`src/rtl/input_ctrl_if.sv`:
```
// Control bundle between the host core and input_ctrl: raw PS/2 and joystick
// inputs in, merged per-player controls and service buttons out.
interface input_ctrl_if #(
    parameter int PLAYERS = 2,
    parameter int BUTTONS = 3
);
    logic [10:0]                    ps2_key;
    logic [32*PLAYERS-1:0]          joystick;
    logic [PLAYERS*BUTTONS-1:0]     autofire_en;
    logic                           clear;
    logic [(BUTTONS+7)*PLAYERS-1:0] player;
    logic [1:0]                     service;

    modport master (
        output ps2_key, joystick, autofire_en, clear,
        input  player, service
    );

    modport slave (
        input  ps2_key, joystick, autofire_en, clear,
        output player, service
    );
endinterface

```
`src/rtl/input_ctrl.sv`:
```
// input_ctrl: merges PS/2 key latches with per-player joystick bits, turns
// the merged coin into a fixed-length pulse and gates autofire buttons.
module input_ctrl #(
    parameter int PLAYERS     = 2,
    parameter int BUTTONS     = 3,
    parameter int COIN_CYCLES = 16,
    parameter int AF_PERIOD   = 4
) (
    input  logic        clk,
    input  logic        rst_n,
    input_ctrl_if.slave bus
);
    localparam int PW    = BUTTONS + 7;
    localparam int CW    = (COIN_CYCLES > 1) ? $clog2(COIN_CYCLES) : 1;
    localparam int AW    = (AF_PERIOD > 1) ? $clog2(AF_PERIOD) : 1;
    localparam int NKEYS = 21;

    typedef enum logic [4:0] {
        K_P1_R, K_P1_L, K_P1_D, K_P1_U, K_P1_F1, K_P1_F2, K_P1_F3,
        K_P1_START, K_P1_COIN, K_P1_PAUSE,
        K_P2_R, K_P2_L, K_P2_D, K_P2_U, K_P2_F1, K_P2_F2, K_P2_F3,
        K_P2_START, K_P2_COIN,
        K_SVC1, K_SVC2
    } key_e;

    logic                       toggle_q;
    logic                       armed_q;
    logic [NKEYS-1:0]           key_q, key_d;
    logic                       key_event;
    logic                       key_hit;
    key_e                       key_idx;
    logic [PLAYERS-1:0]         coin_active_q, coin_active_d;
    logic [PLAYERS-1:0]         coin_prev_q, coin_prev_d;
    logic [PLAYERS-1:0][CW-1:0] coin_cnt_q, coin_cnt_d;
    logic [AW-1:0]              af_cnt_q;
    logic                       af_phase_q;
    logic [PW*PLAYERS-1:0]      player_q, player_d;
    logic [1:0]                 service_q;
    logic                       unused_bits;

    // Map the scancode to a key latch; P1 directions need the E0 prefix, P2/service keys must lack it.
    always_comb begin
        // NOTE: every combinational output gets a default first so no latch is inferred.
        key_hit   = 1'b1;
        key_idx   = K_P1_R;
        key_event = armed_q && (bus.ps2_key[10] != toggle_q);
        if (bus.ps2_key[8]) begin
            case (bus.ps2_key[7:0])
                8'h75:   key_idx = K_P1_U;
                8'h72:   key_idx = K_P1_D;
                8'h6B:   key_idx = K_P1_L;
                8'h74:   key_idx = K_P1_R;
                8'h14:   key_idx = K_P1_F1;
                8'h11:   key_idx = K_P1_F2;
                8'h29:   key_idx = K_P1_F3;
                8'h16:   key_idx = K_P1_START;
                8'h2E:   key_idx = K_P1_COIN;
                8'h4D:   key_idx = K_P1_PAUSE;
                default: key_hit = 1'b0;
            endcase
        end else begin
            case (bus.ps2_key[7:0])
                8'h14:   key_idx = K_P1_F1;
                8'h11:   key_idx = K_P1_F2;
                8'h29:   key_idx = K_P1_F3;
                8'h16:   key_idx = K_P1_START;
                8'h2E:   key_idx = K_P1_COIN;
                8'h4D:   key_idx = K_P1_PAUSE;
                8'h2D:   key_idx = K_P2_U;
                8'h2B:   key_idx = K_P2_D;
                8'h23:   key_idx = K_P2_L;
                8'h34:   key_idx = K_P2_R;
                8'h1C:   key_idx = K_P2_F1;
                8'h1B:   key_idx = K_P2_F2;
                8'h15:   key_idx = K_P2_F3;
                8'h1E:   key_idx = K_P2_START;
                8'h36:   key_idx = K_P2_COIN;
                8'h46:   key_idx = K_SVC1;
                8'h45:   key_idx = K_SVC2;
                default: key_hit = 1'b0;
            endcase
        end
    end

    // Next key latch state: clear dominates and swallows a simultaneous event.
    always_comb begin
        key_d = key_q;
        if (bus.clear) begin
            key_d = '0;
        end else if (key_event && key_hit) begin
            key_d[key_idx] = bus.ps2_key[9];
        end
    end

    // Merge keys with joystick, run the coin pulse timers and apply autofire gating.
    always_comb begin
        logic [PW-1:0] kv;
        logic [PW-1:0] merged;
        logic [PW-1:0] out;
        player_d      = '0;
        coin_active_d = coin_active_q;
        coin_cnt_d    = coin_cnt_q;
        coin_prev_d   = coin_prev_q;
        for (int p = 0; p < PLAYERS; p++) begin
            kv = '0;
            if (p == 0) begin
                kv[0]         = key_q[K_P1_R];
                kv[1]         = key_q[K_P1_L];
                kv[2]         = key_q[K_P1_D];
                kv[3]         = key_q[K_P1_U];
                kv[4+BUTTONS] = key_q[K_P1_START];
                kv[5+BUTTONS] = key_q[K_P1_COIN];
                kv[6+BUTTONS] = key_q[K_P1_PAUSE];
                for (int b = 0; b < BUTTONS && b < 3; b++) begin
                    kv[4+b] = key_q[K_P1_F1+b];
                end
            end else if (p == 1) begin
                kv[0]         = key_q[K_P2_R];
                kv[1]         = key_q[K_P2_L];
                kv[2]         = key_q[K_P2_D];
                kv[3]         = key_q[K_P2_U];
                kv[4+BUTTONS] = key_q[K_P2_START];
                kv[5+BUTTONS] = key_q[K_P2_COIN];
                for (int b = 0; b < BUTTONS && b < 3; b++) begin
                    kv[4+b] = key_q[K_P2_F1+b];
                end
            end
            merged = kv | bus.joystick[p*32 +: PW];

            if (coin_active_q[p]) begin
                if (coin_cnt_q[p] == CW'(COIN_CYCLES - 1)) begin
                    coin_active_d[p] = 1'b0;
                    coin_cnt_d[p]    = '0;
                end else begin
                    coin_cnt_d[p] = coin_cnt_q[p] + 1'b1;
                end
            end else if (merged[5+BUTTONS] && !coin_prev_q[p]) begin
                coin_active_d[p] = 1'b1;
                coin_cnt_d[p]    = '0;
            end
            coin_prev_d[p] = merged[5+BUTTONS];

            out = merged;
            for (int b = 0; b < BUTTONS; b++) begin
                if (bus.autofire_en[p*BUTTONS+b]) begin
                    out[4+b] = merged[4+b] & af_phase_q;
                end
            end
            out[5+BUTTONS]        = coin_active_d[p];
            player_d[p*PW +: PW] = out;
        end
    end

    // PS/2 toggle tracking and key latches; the first sample after reset only arms the detector.
    always_ff @(posedge clk or negedge rst_n) begin
        if (!rst_n) begin
            toggle_q <= 1'b0;
            armed_q  <= 1'b0;
            key_q    <= '0;
        end else begin
            // NOTE: non-blocking assignments so every flop samples pre-edge values.
            toggle_q <= bus.ps2_key[10];
            armed_q  <= 1'b1;
            key_q    <= key_d;
        end
    end

    // Free-running autofire divider; the phase flips each time the counter wraps.
    always_ff @(posedge clk or negedge rst_n) begin
        if (!rst_n) begin
            af_cnt_q   <= '0;
            af_phase_q <= 1'b1;
        end else if (af_cnt_q == AW'(AF_PERIOD - 1)) begin
            af_cnt_q   <= '0;
            af_phase_q <= ~af_phase_q;
        end else begin
            af_cnt_q <= af_cnt_q + 1'b1;
        end
    end

    // Registered outputs and coin pulse state.
    always_ff @(posedge clk or negedge rst_n) begin
        if (!rst_n) begin
            coin_active_q <= '0;
            coin_cnt_q    <= '0;
            coin_prev_q   <= '0;
            player_q      <= '0;
            service_q     <= '0;
        end else begin
            coin_active_q <= coin_active_d;
            coin_cnt_q    <= coin_cnt_d;
            coin_prev_q   <= coin_prev_d;
            player_q      <= player_d;
            service_q     <= {key_q[K_SVC2], key_q[K_SVC1]};
        end
    end

    assign bus.player  = player_q;
    assign bus.service = service_q;

    // Joystick bits above each player's slice and P2 latches with PLAYERS=1 are intentionally dropped.
    assign unused_bits = ^{bus.joystick, key_q};
endmodule

```
`src/flat_wrapper.sv`:
```
// flat-port wrapper written by rule: the top's interface ports become plain ports
module input_ctrl_flat 
#(
    parameter int PLAYERS     = 2,
    parameter int BUTTONS     = 3,
    parameter int COIN_CYCLES = 16,
    parameter int AF_PERIOD   = 4
)
  (clk, rst_n, bus_ps2_key, bus_joystick, bus_autofire_en, bus_clear, bus_player, bus_service);
  input_ctrl_if #(.PLAYERS(PLAYERS), .BUTTONS(BUTTONS)) bus_i ();
  input  logic clk;
  input  logic rst_n;
  input wire logic [$bits(bus_i.ps2_key)-1:0] bus_ps2_key;
  input wire logic [$bits(bus_i.joystick)-1:0] bus_joystick;
  input wire logic [$bits(bus_i.autofire_en)-1:0] bus_autofire_en;
  input wire logic [$bits(bus_i.clear)-1:0] bus_clear;
  output wire logic [$bits(bus_i.player)-1:0] bus_player;
  output wire logic [$bits(bus_i.service)-1:0] bus_service;
  assign bus_i.ps2_key = bus_ps2_key;
  assign bus_i.joystick = bus_joystick;
  assign bus_i.autofire_en = bus_autofire_en;
  assign bus_i.clear = bus_clear;
  assign bus_player = bus_i.player;
  assign bus_service = bus_i.service;
  input_ctrl #(.PLAYERS(PLAYERS), .BUTTONS(BUTTONS), .COIN_CYCLES(COIN_CYCLES), .AF_PERIOD(AF_PERIOD)) u_core (.clk(clk), .rst_n(rst_n), .bus(bus_i));
endmodule
```
`config.mk`:
```
export PLATFORM = sky130hd
export DESIGN_NAME = input_ctrl_flat
export DESIGN_NICKNAME = d
export VERILOG_FILES = /design/src/rtl/input_ctrl_if.sv /design/src/rtl/input_ctrl.sv /design/src/flat_wrapper.sv
export SDC_FILE = /design/constraint.sdc
export NUM_CORES = 1
export LEC_CHECK = 0
export ABC_AREA = 0
export CORE_MARGIN = 5
export CORE_UTILIZATION = 45
export DETAILED_ROUTE_END_ITERATION = 16
export PLACE_DENSITY = 0.79
export SLEW_MARGIN = 10
export SYNTH_ARGS = -nofsm -noshare
export SYNTH_HDL_FRONTEND = slang
export SYNTH_SLANG_ARGS = --single-unit
```
`constraint.sdc`:
```
create_clock -name clk -period 2.4 [get_ports clk]
set_input_delay 0.36 -clock clk [delete_from_list [all_inputs] [get_ports clk]]
set_output_delay 0.36 -clock clk [all_outputs]
set_load 0.005 [all_outputs]
```
==> flow_results.xml <==
<?xml version="1.0" encoding="UTF-8"?>
<metrics>
  <group name="outcome">
    <metric name="run_status" unit="">finished clean</metric>
  </group>
  <group name="yosys">
    <metric name="synth_enable_flop_cells" unit="">0</metric>
    <metric name="synthXorXnorAreaFrac" unit="">0.0141</metric>
    <metric name="ys_warn_count" unit="">0</metric>
    <metric name="post_synth_instance_area" unit="um^2">3110</metric>
    <metric name="ys_top_cells_by_area" unit="">dfrtp_1 46%, mux2i_1 6.1%, nand2b_1 4.4%</metric>
    <metric name="synth.avg_cell_area" unit="um^2">10.2</metric>
    <metric name="synth_fa_ha_area_frac" unit="">0.0121</metric>
    <metric name="dominantRegCellSynth" unit="">dfrtp_1</metric>
    <metric name="post_synth_num_cell_types" unit="">70</metric>
    <metric name="yosys.area_share.simple" unit="">0.250</metric>
    <metric name="syn_inst" unit="">305</metric>
    <metric name="postSynthNetCount" unit="">392</metric>
    <metric name="synth-seq-area-share" unit="">0.468</metric>
    <metric name="synth_top_family_by_area" unit="">simple AND/OR/NAND/NOR gates</metric>
    <metric name="synth.ff_latch_count" unit="">58</metric>
    <metric name="synth-async-reset-ratio" unit="">1.00</metric>
    <metric name="synth.largest_area_cell" unit="">dfrtp_1</metric>
    <metric name="synth_compound_gate_area_share" unit="">0.148</metric>
    <metric name="yosysTopAreaCellShare" unit="">0.459</metric>
    <metric name="yosys-mux-area-fraction" unit="">0.0612</metric>
  </group>
  <group name="worst_setup_path">
    <metric name="crit_arrival" unit="ns">2.57</metric>
    <metric name="critical_path_required" unit="ns">2.60</metric>
    <metric name="critical_path.top_delay_family" unit="">simple AND/OR/NAND/NOR gates</metric>
    <metric name="crit_type" unit="">input port to flip-flop</metric>
    <metric name="r2r_setup_slack" unit="ns">0.82</metric>
    <metric name="cp_max_fo" unit="">6</metric>
    <metric name="worst-path-buf-inv" unit="">3</metric>
    <metric name="timing.critical_path.cells" unit="">clkdlybuf4s15_1 -&gt; or4b_4 -&gt; buf_12 -&gt; o32ai_4 -&gt; a2111o_1 -&gt; o22ai_4 -&gt; buf_4 -&gt; nor2b_4 -&gt; nand4_1 -&gt; mux2i_1</metric>
    <metric name="crit_path_top_delay_cell" unit="">or4b_4</metric>
    <metric name="timing.critical_path.slowest_cell_delay" unit="ns">0.59</metric>
    <metric name="worstSetupStartpointType" unit="">input port</metric>
    <metric name="end_kind" unit="">flip-flop</metric>
  </group>
  <group name="timing">
    <metric name="min_period" unit="ns">2.37</metric>
    <metric name="setup_tns" unit="ns">0</metric>
    <metric name="worst_clock_skew" unit="ns">0.00563</metric>
    <metric name="timing.slew.headroom" unit="">0.529</metric>
    <metric name="slew_violations" unit="">0</metric>
    <metric name="worst-slew-pin-transition" unit="ns">0.706</metric>
    <metric name="hold-worst-slack" unit="ns">0.144</metric>
    <metric name="final-setup-viol-count" unit="">0</metric>
    <metric name="final_critical_path_setup_slack" unit="ns">0.0258</metric>
    <metric name="max_freq" unit="MHz">421</metric>
    <metric name="post-route-period-util" unit="">0.989</metric>
    <metric name="final-hold-violation-count" unit="">0</metric>
  </group>
  <group name="clock_network">
    <metric name="clock_tree.root_cell" unit="">clkbuf_8</metric>
    <metric name="clkSlewWorstSetupHoldPaths" unit="ns">0.07</metric>
    <metric name="clk-insertion-delay-late" unit="ns">0.35</metric>
    <metric name="htreeDepth" unit="">3</metric>
    <metric name="clock-sinks" unit="">58</metric>
    <metric name="post_cts_hold_buffer_count" unit="">0</metric>
    <metric name="number_of_buffers_inserted_during_clock_tree_synthesis" unit="">9</metric>
    <metric name="cts_tree" unit="">built</metric>
    <metric name="cts_max_path_buffers" unit="">2</metric>
  </group>
  <group name="detailed_routing">
    <metric name="via_count" unit="">2789</metric>
    <metric name="drtPass1Iterations" unit="">4</metric>
    <metric name="drtAntennaViolNets" unit="">0</metric>
    <metric name="wl_per_cell" unit="um">16.1</metric>
    <metric name="drc" unit="">0</metric>
    <metric name="detail_route.wirelength" unit="mm">8.16</metric>
    <metric name="via_per_inst" unit="">5.51</metric>
    <metric name="dr.first_iter.drc_count" unit="">187</metric>
  </group>
  <group name="power">
    <metric name="p_leak" unit="nW">2.11</metric>
    <metric name="design_power_total" unit="mW">2.66</metric>
    <metric name="vdd.ir_drop.worst" unit="mV">0.515</metric>
    <metric name="cellPowerDensity" unit="nW/um^2">586</metric>
  </group>
  <group name="placed_design">
    <metric name="placed_cells" unit="">478</metric>
    <metric name="place_area" unit="um^2">4070</metric>
    <metric name="gp_congestion" unit="">0.895</metric>
    <metric name="port_buffers" unit="">61</metric>
    <metric name="pre_cts_ws" unit="ns">-0.532</metric>
    <metric name="dp.final_hpwl" unit="mm">5.48</metric>
  </group>
  <group name="floorplan">
    <metric name="ios" unit="">106</metric>
    <metric name="die_width" unit="um">93.1</metric>
    <metric name="row_count" unit="">30</metric>
    <metric name="core_region_area" unit="um^2">6760</metric>
    <metric name="fp.dieH" unit="um">93.1</metric>
    <metric name="die_area" unit="um^2">8660</metric>
    <metric name="initial_core_util" unit="">0.460</metric>
  </group>
  <group name="cells_and_area">
    <metric name="area_growth" unit="%">46.5</metric>
    <metric name="diodes" unit="">0</metric>
    <metric name="finish.net_count" unit="">508</metric>
    <metric name="drive_above_1_share" unit="">0.296</metric>
    <metric name="final_util" unit="">0.673</metric>
    <metric name="fin_cells" unit="">506</metric>
    <metric name="post-route-cell-area" unit="um^2">4550</metric>
  </group>
  <group name="global_routing">
    <metric name="wire_length_of_the_first_global_routing_pass" unit="mm">12.7</metric>
    <metric name="maximum_number_of_pins_on_one_net_before_global_route_repair" unit="">59</metric>
    <metric name="grt_antenna_before_repair" unit="">0</metric>
    <metric name="grt_remaining_overflow" unit="">0</metric>
    <metric name="globalRouteTotalUtil" unit="">0.185</metric>
    <metric name="grt_pass1_vias" unit="">2740</metric>
  </group>
  <group name="job">
    <metric name="cap_violations" unit="">0</metric>
  </group>
  <group name="worst_hold_path">
    <metric name="min_path_type" unit="">input port to asynchronous set/reset pin</metric>
  </group>
</metrics>
-- repair_timing --
item,CTS,global route
setup endpoints to repair,21,20
pin swaps,2,9
setup buffers,0,9
resized for setup,24,22
gates cloned,1,2
-- synth_stat cells (2+ instances only) --
cell,number
inv_1,7
buf_6,3
a21o_1,2
nor2_1,17
o21ai_0,13
nand2_1,20
or4bb_1,2
xor2_1,4
o22ai_1,2
nand4_1,4
or3_1,2
a211oi_1,2
o31ai_1,2
nand2b_1,22
nand3_1,16
nor2b_1,4
a21bo_2,2
a31oi_2,2
nand4b_1,2
nor2b_2,2
dfrtp_1,57
a31oi_1,3
nor3_1,8
or2_2,12
or4b_1,2
or2b_1,2
mux2i_1,19
clkbuf_1,4
ha_1,3
nor3b_1,4
buf_2,3
a21oi_1,14
nand3b_1,5
buf_4,3
-- worst paths after layout --
| path | startpoint | end | cells past startpoint |
|---|---|---|---|
| min in group clk | u_core.key_q[20] | u_core.bus.service[1] | 0 |
| worst max register to register | u_core.toggle_q | u_core.key_q[14] | 6 |
| worst min-delay path | rst_n | u_core.bus.player[12] | 2 |
| worst min register to register | u_core.key_q[20] | u_core.bus.service[1] | 0 |
| worst max-delay path | bus_ps2_key[6] | u_core.key_q[13] | 10 |
| max in group asynchronous | rst_n | u_core.key_q[0] | 2 |
-- flip-flops by register name, summed over array words and instances, names as in the netlist --
| signal | cells |
|---|---|
| u_core.coin_prev_q | 2 |
| u_core.coin_cnt_q | 8 |
| u_core.key_q | 21 |
| u_core.bus.service | 2 |
| u_core.bus.player | 19 |
| u_core.armed_q | 1 |
| u_core.toggle_q | 1 |
| u_core.af_phase_q | 1 |
| u_core.coin_active_q | 1 |
| u_core.af_cnt_q | 2 |
-- cell families (layout without fill, tap and decap cells) --
kind of cell / count (synthesis) / after routing
AND/OR/NAND/NOR: 134 / 134
XOR/XNOR: 5 / 5
buffers and inverters: 23 / 143
adder cells (fa/ha/maj): 3 / 3
other: 1 / 1
AO/OA/AOI/OAI: 62 / 63
flip-flops: 58 / 58
multiplexers: 19 / 19
-- routing by layer --
metal | vias up | global-route usage | wire [um]
met5 | - | 0 | 0
met4 | 0 | 0.0623 | 200
met3 | 20 | 0.0644 | 546
met2 | 91 | 0.307 | 3920
met1 | 1352 | 0.225 | 3500
li1 | 1326 | - | -
-- final cells by class --
cell class                 count  area (um^2)
fill                         503         2210
multi-input combinational    225         1670
sequential                    58         1450
tap                           80          100
inverter                       7         26.3
timing repair buffer         120         1110
clock buffer                  11          141
clock inverter                 5         53.8
-- report_power, final --
part	leakage (nW)	total, mW	internal, mW	switching (mW)
combinational	1.27	0.595	0.323	0.272
sequential	0.738	1.18	1.08	0.105
clock	0.103	0.888	0.503	0.384
total	2.11	2.66	1.90	0.761
-- worst register-to-register path, cell delays in order (launching register included) --
cell and delay, ns:
dfrtp_1 0.37, xor2_1 0.14, nand2_1 0.13, a31oi_2 0.26, o21a_4 0.24, nand4b_1 0.14
mux2i_1 0.15
-- cells in the final DEF (no fill, tap or decap), types with 3 or more instances in the layout --
cell type,instances
dfrtp_1,57
clkdlybuf4s50_1,52
buf_4,52
nand2b_1,21
nand2_1,20
mux2i_1,18
nor2_1,17
a21oi_1,14
o21ai_0,13
or2_2,12
nand3_1,12
clkbuf_8,10
inv_1,7
nor3_1,6
nand3b_1,5
nor2b_1,4
xor2_1,4
nor3b_1,4
a31oi_2,4
nand4_1,4
nand3_2,4
or4b_4,3
ha_1,3
clkinv_2,3
dlymetal6s2s_1,3
dlygate4sd2_1,3
buf_12,3
No activity file was read; power rests on OpenSTA's default activity.
